### config.mk
export PLATFORM = sky130hd
export DESIGN_NAME = uart_tx_arbiter_flat
export DESIGN_NICKNAME = d
export VERILOG_FILES = /design/src/rtl/uart_tx_arbiter_if.sv /design/src/rtl/uart_tx_arbiter.sv /design/src/flat_wrapper.sv
export SDC_FILE = /design/constraint.sdc
export NUM_CORES = 1
export LEC_CHECK = 0
export CORE_AREA = 2 2 87 89
export CTS_CLUSTER_DIAMETER = 100
export DETAILED_ROUTE_END_ITERATION = 16
export DIE_AREA = 0 0 89 91
export PLACE_DENSITY_LB_ADDON = 0.15
export SLEW_MARGIN = 0
export SYNTH_ARGS = -nofsm -noshare
export SYNTH_HDL_FRONTEND = slang
export SYNTH_SLANG_ARGS = --single-unit
### constraint.sdc
create_clock -name clock -period 5.1 [get_ports clock]
set_input_delay 0.765 -clock clock [delete_from_list [all_inputs] [get_ports clock]]
set_output_delay 0.765 -clock clock [all_outputs]
set_load 0.05 [all_outputs]
### src/rtl/uart_tx_arbiter_if.sv
// Requester / serializer side bundle of the shared UART TX arbiter.
// master drives requests and serializer status, slave is the arbiter.
interface uart_tx_arbiter_if #(
   parameter int NUM_REQ = 4
);
   localparam int IW = $clog2(NUM_REQ);

   logic [NUM_REQ-1:0]   req;
   logic [8*NUM_REQ-1:0] req_data;
   logic [NUM_REQ-1:0]   req_last;
   logic [NUM_REQ-1:0]   req_ack;
   logic [7:0]           tx_data;
   logic                 tx_start;
   logic                 tx_busy;
   logic                 grant_valid;
   logic [IW-1:0]        grant_id;

   modport master (
      output req,
      output req_data,
      output req_last,
      output tx_busy,
      input  req_ack,
      input  tx_data,
      input  tx_start,
      input  grant_valid,
      input  grant_id
   );

   modport slave (
      input  req,
      input  req_data,
      input  req_last,
      input  tx_busy,
      output req_ack,
      output tx_data,
      output tx_start,
      output grant_valid,
      output grant_id
   );
endinterface

### src/rtl/uart_tx_arbiter.sv
// Round-robin, packet-granular sharing of one 8N1 byte serializer
// among NUM_REQ byte sources, with an idle gap after every packet.
module uart_tx_arbiter #(
   parameter int NUM_REQ   = 4,
   parameter int MAX_BYTES = 16,
   parameter int GAP_CLKS  = 10417
) (
   input  logic            clock,
   input  logic            rst_n,
   uart_tx_arbiter_if.slave bus
);

   localparam int IW = $clog2(NUM_REQ);
   localparam int GW = (GAP_CLKS < 2) ? 1 : $clog2(GAP_CLKS);

   localparam logic [IW:0]    NR      = (IW+1)'(NUM_REQ);
   localparam logic [IW-1:0]  LAST_ID = IW'(NUM_REQ - 1);
   localparam logic [8:0]     CAP     = 9'(MAX_BYTES);
   localparam logic [GW-1:0]  GAP_LAST =
      GW'((GAP_CLKS == 0) ? 0 : GAP_CLKS - 1);

   typedef enum logic [2:0] {
      IDLE,
      SEND,
      HOLD,
      WAIT_DONE,
      GAP
   } state_t;

   state_t state, state_n;

   logic [IW-1:0] owner, owner_n;
   logic [IW-1:0] rr_ptr, rr_n;
   logic [IW-1:0] win, nxt;
   logic [7:0]    byte_cnt, cnt_n;
   logic [8:0]    cnt_p1;
   logic          last_f, last_n;
   logic [GW-1:0] gap_cnt, gap_n;
   logic [IW:0]   idx;
   logic          found;

   logic          sel_req;
   logic          sel_last;
   logic [7:0]    sel_data;

   logic               start_c;
   logic [NUM_REQ-1:0] ack_c;
   logic [7:0]         data_c;
   logic               gv;

   // First requesting index at or after rr_ptr, wrapping.
   always_comb begin
      win   = rr_ptr;
      found = 1'b0;
      idx   = '0;
      for (int i = 0; i < NUM_REQ; i++) begin
         idx = {1'b0, rr_ptr} + (IW+1)'(i);
         if (idx >= NR) idx = idx - NR;
         if (!found && bus.req[idx[IW-1:0]]) begin
            win   = idx[IW-1:0];
            found = 1'b1;
         end
      end
   end

   assign nxt      = (owner == LAST_ID) ? '0 : owner + 1'b1;
   assign sel_req  = bus.req[owner];
   assign sel_last = bus.req_last[owner];
   assign sel_data = bus.req_data[{owner, 3'b000} +: 8];
   assign cnt_p1   = {1'b0, byte_cnt} + 9'd1;

   always_ff @(posedge clock or negedge rst_n) begin
      if (!rst_n) begin
         state    <= IDLE;
         owner    <= '0;
         rr_ptr   <= '0;
         byte_cnt <= '0;
         last_f   <= 1'b0;
         gap_cnt  <= '0;
      end else begin
         state    <= state_n;
         owner    <= owner_n;
         rr_ptr   <= rr_n;
         byte_cnt <= cnt_n;
         last_f   <= last_n;
         gap_cnt  <= gap_n;
      end
   end

   always_comb begin
      state_n = state;
      owner_n = owner;
      rr_n    = rr_ptr;
      cnt_n   = byte_cnt;
      last_n  = last_f;
      gap_n   = gap_cnt;
      start_c = 1'b0;
      ack_c   = '0;
      data_c  = '0;
      unique case (state)
         IDLE: begin
            if (|bus.req) begin
               owner_n = win;
               cnt_n   = '0;
               state_n = SEND;
            end
         end
         SEND: begin
            if (!sel_req) begin
               state_n = GAP;
               gap_n   = '0;
               rr_n    = nxt;
            end else if (!bus.tx_busy) begin
               start_c      = 1'b1;
               data_c       = sel_data;
               ack_c[owner] = 1'b1;
               cnt_n        = cnt_p1[7:0];
               last_n       = sel_last | (cnt_p1 == CAP);
               state_n      = HOLD;
            end
         end
         // Serializer is raising busy this cycle; do not trust it.
         HOLD: state_n = WAIT_DONE;
         WAIT_DONE: begin
            if (!bus.tx_busy) begin
               if (last_f) begin
                  state_n = GAP;
                  gap_n   = '0;
                  rr_n    = nxt;
               end else begin
                  state_n = SEND;
               end
            end
         end
         GAP: begin
            if (gap_cnt == GAP_LAST) state_n = IDLE;
            else gap_n = gap_cnt + GW'(1);
         end
         default: state_n = IDLE;
      endcase
   end

   assign gv = (state == SEND) ||
               (state == HOLD) ||
               (state == WAIT_DONE);

   assign bus.tx_start    = start_c;
   assign bus.tx_data     = data_c;
   assign bus.req_ack     = ack_c;
   assign bus.grant_valid = gv;
   assign bus.grant_id    = gv ? owner : '0;

endmodule

### src/flat_wrapper.sv
// flat-port wrapper written by rule: the top's interface ports become plain ports
module uart_tx_arbiter_flat 
#(
   parameter int NUM_REQ   = 4,
   parameter int MAX_BYTES = 16,
   parameter int GAP_CLKS  = 10417
)
  (clock, rst_n, bus_req, bus_req_data, bus_req_last, bus_tx_busy, bus_req_ack, bus_tx_data, bus_tx_start, bus_grant_valid, bus_grant_id);
  uart_tx_arbiter_if #(.NUM_REQ(NUM_REQ)) bus_i ();
  input  logic clock;
  input  logic rst_n;
  input wire logic [$bits(bus_i.req)-1:0] bus_req;
  input wire logic [$bits(bus_i.req_data)-1:0] bus_req_data;
  input wire logic [$bits(bus_i.req_last)-1:0] bus_req_last;
  input wire logic [$bits(bus_i.tx_busy)-1:0] bus_tx_busy;
  output wire logic [$bits(bus_i.req_ack)-1:0] bus_req_ack;
  output wire logic [$bits(bus_i.tx_data)-1:0] bus_tx_data;
  output wire logic [$bits(bus_i.tx_start)-1:0] bus_tx_start;
  output wire logic [$bits(bus_i.grant_valid)-1:0] bus_grant_valid;
  output wire logic [$bits(bus_i.grant_id)-1:0] bus_grant_id;
  assign bus_i.req = bus_req;
  assign bus_i.req_data = bus_req_data;
  assign bus_i.req_last = bus_req_last;
  assign bus_i.tx_busy = bus_tx_busy;
  assign bus_req_ack = bus_i.req_ack;
  assign bus_tx_data = bus_i.tx_data;
  assign bus_tx_start = bus_i.tx_start;
  assign bus_grant_valid = bus_i.grant_valid;
  assign bus_grant_id = bus_i.grant_id;
  uart_tx_arbiter #(.NUM_REQ(NUM_REQ), .MAX_BYTES(MAX_BYTES), .GAP_CLKS(GAP_CLKS)) u_core (.clock(clock), .rst_n(rst_n), .bus(bus_i));
endmodule
# --- Yosys cells after proc, flatten, opt, wreduce, memory -nomap -nowiden ---
# Cells that the tools add are included.
word_totals:
  ff_bits: 30
  inputBits: 43
  output_inout_bits: 16
  wordCells: 121
op_classes:
  addsub: 10
  magnitude_cmp: 10
  n_eq_ne: 16
  shift: 1
  muxes: 56
  bitwise: 2
  n_reduce_logical: 20
ops:
  columns: ["op", "n"]
  rows:
  - ["14-bit two-way mux", 4]
  - ["8-bit two-way mux", 6]
  - ["14-bit one-hot mux with 3 select lines", 1]
  - ["32-bit by 6-bit indexed part select with 8-bit output", 1]
  - ["2-bit two-way mux", 13]
  - ["3-bit two-way mux", 6]
  - ["8-bit one-hot mux with 2 select lines", 1]
  - ["2-bit by 3-bit < comparator with 1-bit output (second input constant)", 5]
  - ["3-bit one-hot mux with 5 select lines", 1]
  - ["14-bit by 1-bit adder with 14-bit output (second input constant)", 1]
  - ["14-bit equality test (second input constant)", 1]
  - ["1-bit two-way mux", 13]
  - ["1-bit binary-select mux with 2-bit select", 6]
  - ["4-bit two-way mux", 3]
  - ["4-bit AND reduction", 3]
  - ["8-bit by 1-bit adder with 9-bit output (second input constant)", 1]
  - ["9-bit by 5-bit equality test with 1-bit output (second input constant)", 1]
  - ["3-bit >= comparator (second input constant)", 3]
  - ["2-bit by 1-bit inequality test with 1-bit output (second input constant)", 4]
  - ["2-bit inequality test (second input constant)", 4]
  - ["2-bit by 1-bit subtractor with 2-bit output (second input constant)", 4]
  - ["2-bit by 2-bit adder with 3-bit output (second input constant)", 2]
  - ["3-bit by 2-bit equality test with 1-bit output (second input constant)", 2]
  - ["5-bit AND reduction", 1]
  - ["other kinds (21)", 28]

# --- Depth between registers and ports, before layout ---
depth:
  depth_word: 14
  depth_mapped: 9
  ltp_nobuf: 7

# --- Worst setup path before layout ---
# OpenSTA, ideal clock, no wires.
synth_path:
  path_type: "input to output"
  startpoint: "input port bus_req[1]"
  endpoint: "output port bus_tx_data[0]"
  arrival_time_ns: 2.374
  required_ns: 4.335
  slack_ns: 1.961
  cell_stages: 5
  path_buffers: 1
  cell_sequence: "mux4_2 nand3_1 inv_1 clkbuf_1 and2_1"
synth_between:
  elab_chain_cells: 4
synth_lines:
  columns: ["item", "line_no", "rtl"]
  rows:
  - ["start, declared", "flat_wrapper.sv:12", "input wire logic [$bits(bus_i.req)-1:0] bus_req;"]
  - ["1-bit binary-select mux with 2-bit select", "uart_tx_arbiter.sv:67", "assign sel_req = bus.req[owner];"]
  - ["1-bit two-way mux (not written as such)", "uart_tx_arbiter.sv:67", null]
  - ["8-bit two-way mux", "uart_tx_arbiter.sv:109", "if (!sel_req) begin"]
  - ["8-bit two-way mux", "uart_tx_arbiter.sv:100", "unique case (state)"]
  - ["end, declared", "flat_wrapper.sv:17", "output wire logic [$bits(bus_i.tx_data)-1:0] bus_tx_data;"]
# Every way passes these cells. The select of a mux whose other input is x is not followed.

# --- Worst setup path in the final report ---
layout_path:
  startpoint: "input port bus_req[1]"
  endpoint: "output port bus_tx_data[3]"
# Same word-level chain as after synthesis.

==> metrics.md <==
| Metric | Value |
|---|---|
| Clock Latency Late Sink | 280 ps |
| Total power divided by cell area | 380 mW/mm^2 |
| Max-cap viol count | 0 |
| Worst path required time | 4340 ps |
| Num rows | 31 |
| Via count | 1917 |
| Detailed Routing Iterations Pass 1 | 4 |
| Tot GR Track Use | 0.141 |
| Startpoint types | input port |
| Setup TNS | 0 ps |
| HPWL after DPL | 4160 um |
| CTS resizes | 0 |
| Hold Slack | 506 ps |
| Dominant synthesized flop cell | dfrtp_1 |
| IO buf count | 58 |
| R2R Setup Slk | 2560 ps |
| Total routed wirelength | 5560 um |
| Worst vdd ir | 0.000213 V |
| Period minus WS final | 4210 ps |
| Post-DRT Antenna Nets | 0 |
| Fmax | 237 MHz |
| Setup repair bufs after CTS | 0 |
| CTS Buf Count | 5 |
| Mapped Nets | 285 |
| Post-synthesis sequential area ratio | 0.356 |
| Max-slew headroom | 0.416 |
| Initial antenna violation count | 0 |
| Global-route wire length before repair | 9090 um |
| Mean Syn Cell Area | 9.02 um^2 |
| Yosys top cell by area | dfrtp_1 |
| Hold path start | u_core.gap_cnt[5]$_DFFE_PN0P_ |
| Synth async-reset ratio | 1.00 |
| Layout cells sized above 1 | 0.0692 |
| CORE AREA | 0.00714 mm^2 |
| R2r startpoint | u_core.owner[0]$_DFFE_PN0P_ |
| Num ports | 59 |
| WL per Instance | 14.3 um |
| Cell count after synthesis | 234 |
| N_diodes | 0 |
| Yosys reg bits | 30 |
| Via density | 4.94 |
| CTS root buffer | clkbuf_8 |
| Final setup fails | 0 |
| Most instantiated library cell after synthesis | nand2_1 |
| Final GP Congestion | 0.807 |
| Total grt overflow | 0 |
| CP Max Fanout | 17 |
| Top post-synthesis cells by area | dfrtp_1 36%, mux4_2 9.6%, nand2_1 5.7% |
| RSZ-0062 raised after global routing | no |
| CTS H-Tree Depth | 2 |
| Vias in the first global route | 1911 |
| TritonCTS clock tree | yes |
| Worst setup EP type | output port |
| Final Net Count | 340 |
| Largest net degree at the start of global routing | 31 |
| Synth top area share | 0.356 |
| R2R cell count | 5 |
| CTS Hold Bufs | 0 |
| Fin util | 0.399 |
| Area of the die | 0.00810 mm^2 |
| Die width | 89 um |
| Fin Clk Skew | 4.76 ps |
| Cell variety after synth | 45 |
| Drt drc | 0 |
| YS warnings | 0 |
| Hold path depth | 1 |
| HP Class | reg -> reg |
| Starting Density | 0.296 |
| Final period utilization | 0.826 |
| Class of the most critical setup path | in -> out |
| CTS Buffer Depth | 2 |
| Area added between synthesis and finish | 35.1% |
| 1st-iter DRT viols | 93 |
| Die Y | 91 um |
| Slew @ Worst Pin | 873 ps |
| Hold Path End | u_core.gap_cnt[5]$_DFFE_PN0P_ |
| Arrival time worst endpoint | 3450 ps |
| Clk slew on worst S/H paths | 60 ps |
| Synth cell count leaders | 32 x nand2_1, 30 x dfrtp_1, 20 x nor2_1, 17 x and2_1, 15 x o21ai_0 |
| Leak | 1.17 nW |
| Reg-to-reg endpoint | u_core.rr_ptr[0]$_DFFE_PN0P_ |
| CTS sink cnt | 30 |
| Final hold vios | 0 |
| Post-synth EDFFs | 0 |
| Max-slew violations | 0 |
| Synthesized area | 0.00211 mm^2 |
| Outcome | complete, no violations |
[critical path: stages]
cell	delay (ps)
clkdlybuf4s50_1	600
mux4_2	330
nand3_1	290
inv_1	450
and2_1	200
clkdlybuf4s50_1	810
[placed cells by master, fill, tap and decap left out, types with 2 or more instances in the layout]
cell type	n
nor3b_1	2
nand2b_1	2
o21ai_0	15
clkbuf_8	5
mux4_2	9
xor2_1	3
or4_1	8
ha_1	8
nor2_1	20
nor3_1	4
or3_1	2
a21oi_1	5
nor2b_1	3
o31ai_1	4
inv_1	7
and3_1	4
dfrtp_1	30
or2_2	2
o211ai_1	9
clkdlybuf4s50_1	58
clkinv_2	2
and2_1	17
xnor2_1	2
nand4_1	6
nand2_1	32
nand3_1	11
[worst max-delay path by stage]
stage / startpoint / to / slack, ps / cells past startpoint
finish: bus_req[1] / bus_tx_data[3] / 890 / 6
global route: bus_req[3] / bus_tx_data[0] / 680 / 6
floorplan: bus_req[1] / bus_tx_data[0] / 1960 / 5
CTS: bus_req[1] / bus_tx_data[3] / 870 / 6
global placement: bus_req[1] / bus_tx_data[2] / 940 / 6
detailed placement: bus_req[3] / bus_tx_data[3] / 870 / 6
[routing by layer]
metal,share of wire,global-route usage
met3,0.051,0.0255
met5,0,0
met1,0.46,0.192
met2,0.48,0.228
met4,0.011,0.0373
[flip-flops by register name, summed over array words and instances (netlist names)]
name / cells
u_core.byte_cnt: 8
u_core.gap_cnt: 14
u_core.last_f: 1
u_core.owner: 2
u_core.rr_ptr: 2
u_core.state: 3
[metrics by stage]
stage	instances	power, mW	setup WS [ps]	cell area [um^2]
after floorplan	234	0.745	1960	2110
after global placement	381	0.916	940	2770
after detailed placement	381	0.918	871	2770
after CTS	388	1.10	868	2850
after global routing	388	1.18	676	2850
final	388	1.08	888	2850
[kinds of logic (layout without fill, tap and decap cells)]
group                      count (synthesis)  in the layout  synth area share
adders and majority gates                  8              8            0.0475
DFF                                       30             30             0.356
AOI/OAI and AO/OA                         42             42             0.127
and+or+nand+nor                          120            120             0.300
xor gates and xnor gates                   5              5            0.0208
muxes                                     11             11             0.113
buffers and inverters                     18             73            0.0362
[report_power, final]
group	total, mW	switching (mW)	leakage [nW]	internal (mW)
Combinational	0.528	0.302	0.724	0.226
Clock	0.179	0.0872	0.0438	0.0914
Sequential	0.377	0.0935	0.405	0.283
[area by class of cell]
cell class / count / area [um^2]
Clock inverter: 2 / 10.0
Tap cell: 99 / 124
Sequential cell: 30 / 751
Inverter: 7 / 26.3
Fill cell: 734 / 4290
Multi-Input combinational cell: 186 / 1280
Timing Repair Buffer: 59 / 588
Clock buffer: 5 / 68.8
Note: power is estimated with default switching activity, not from simulation.
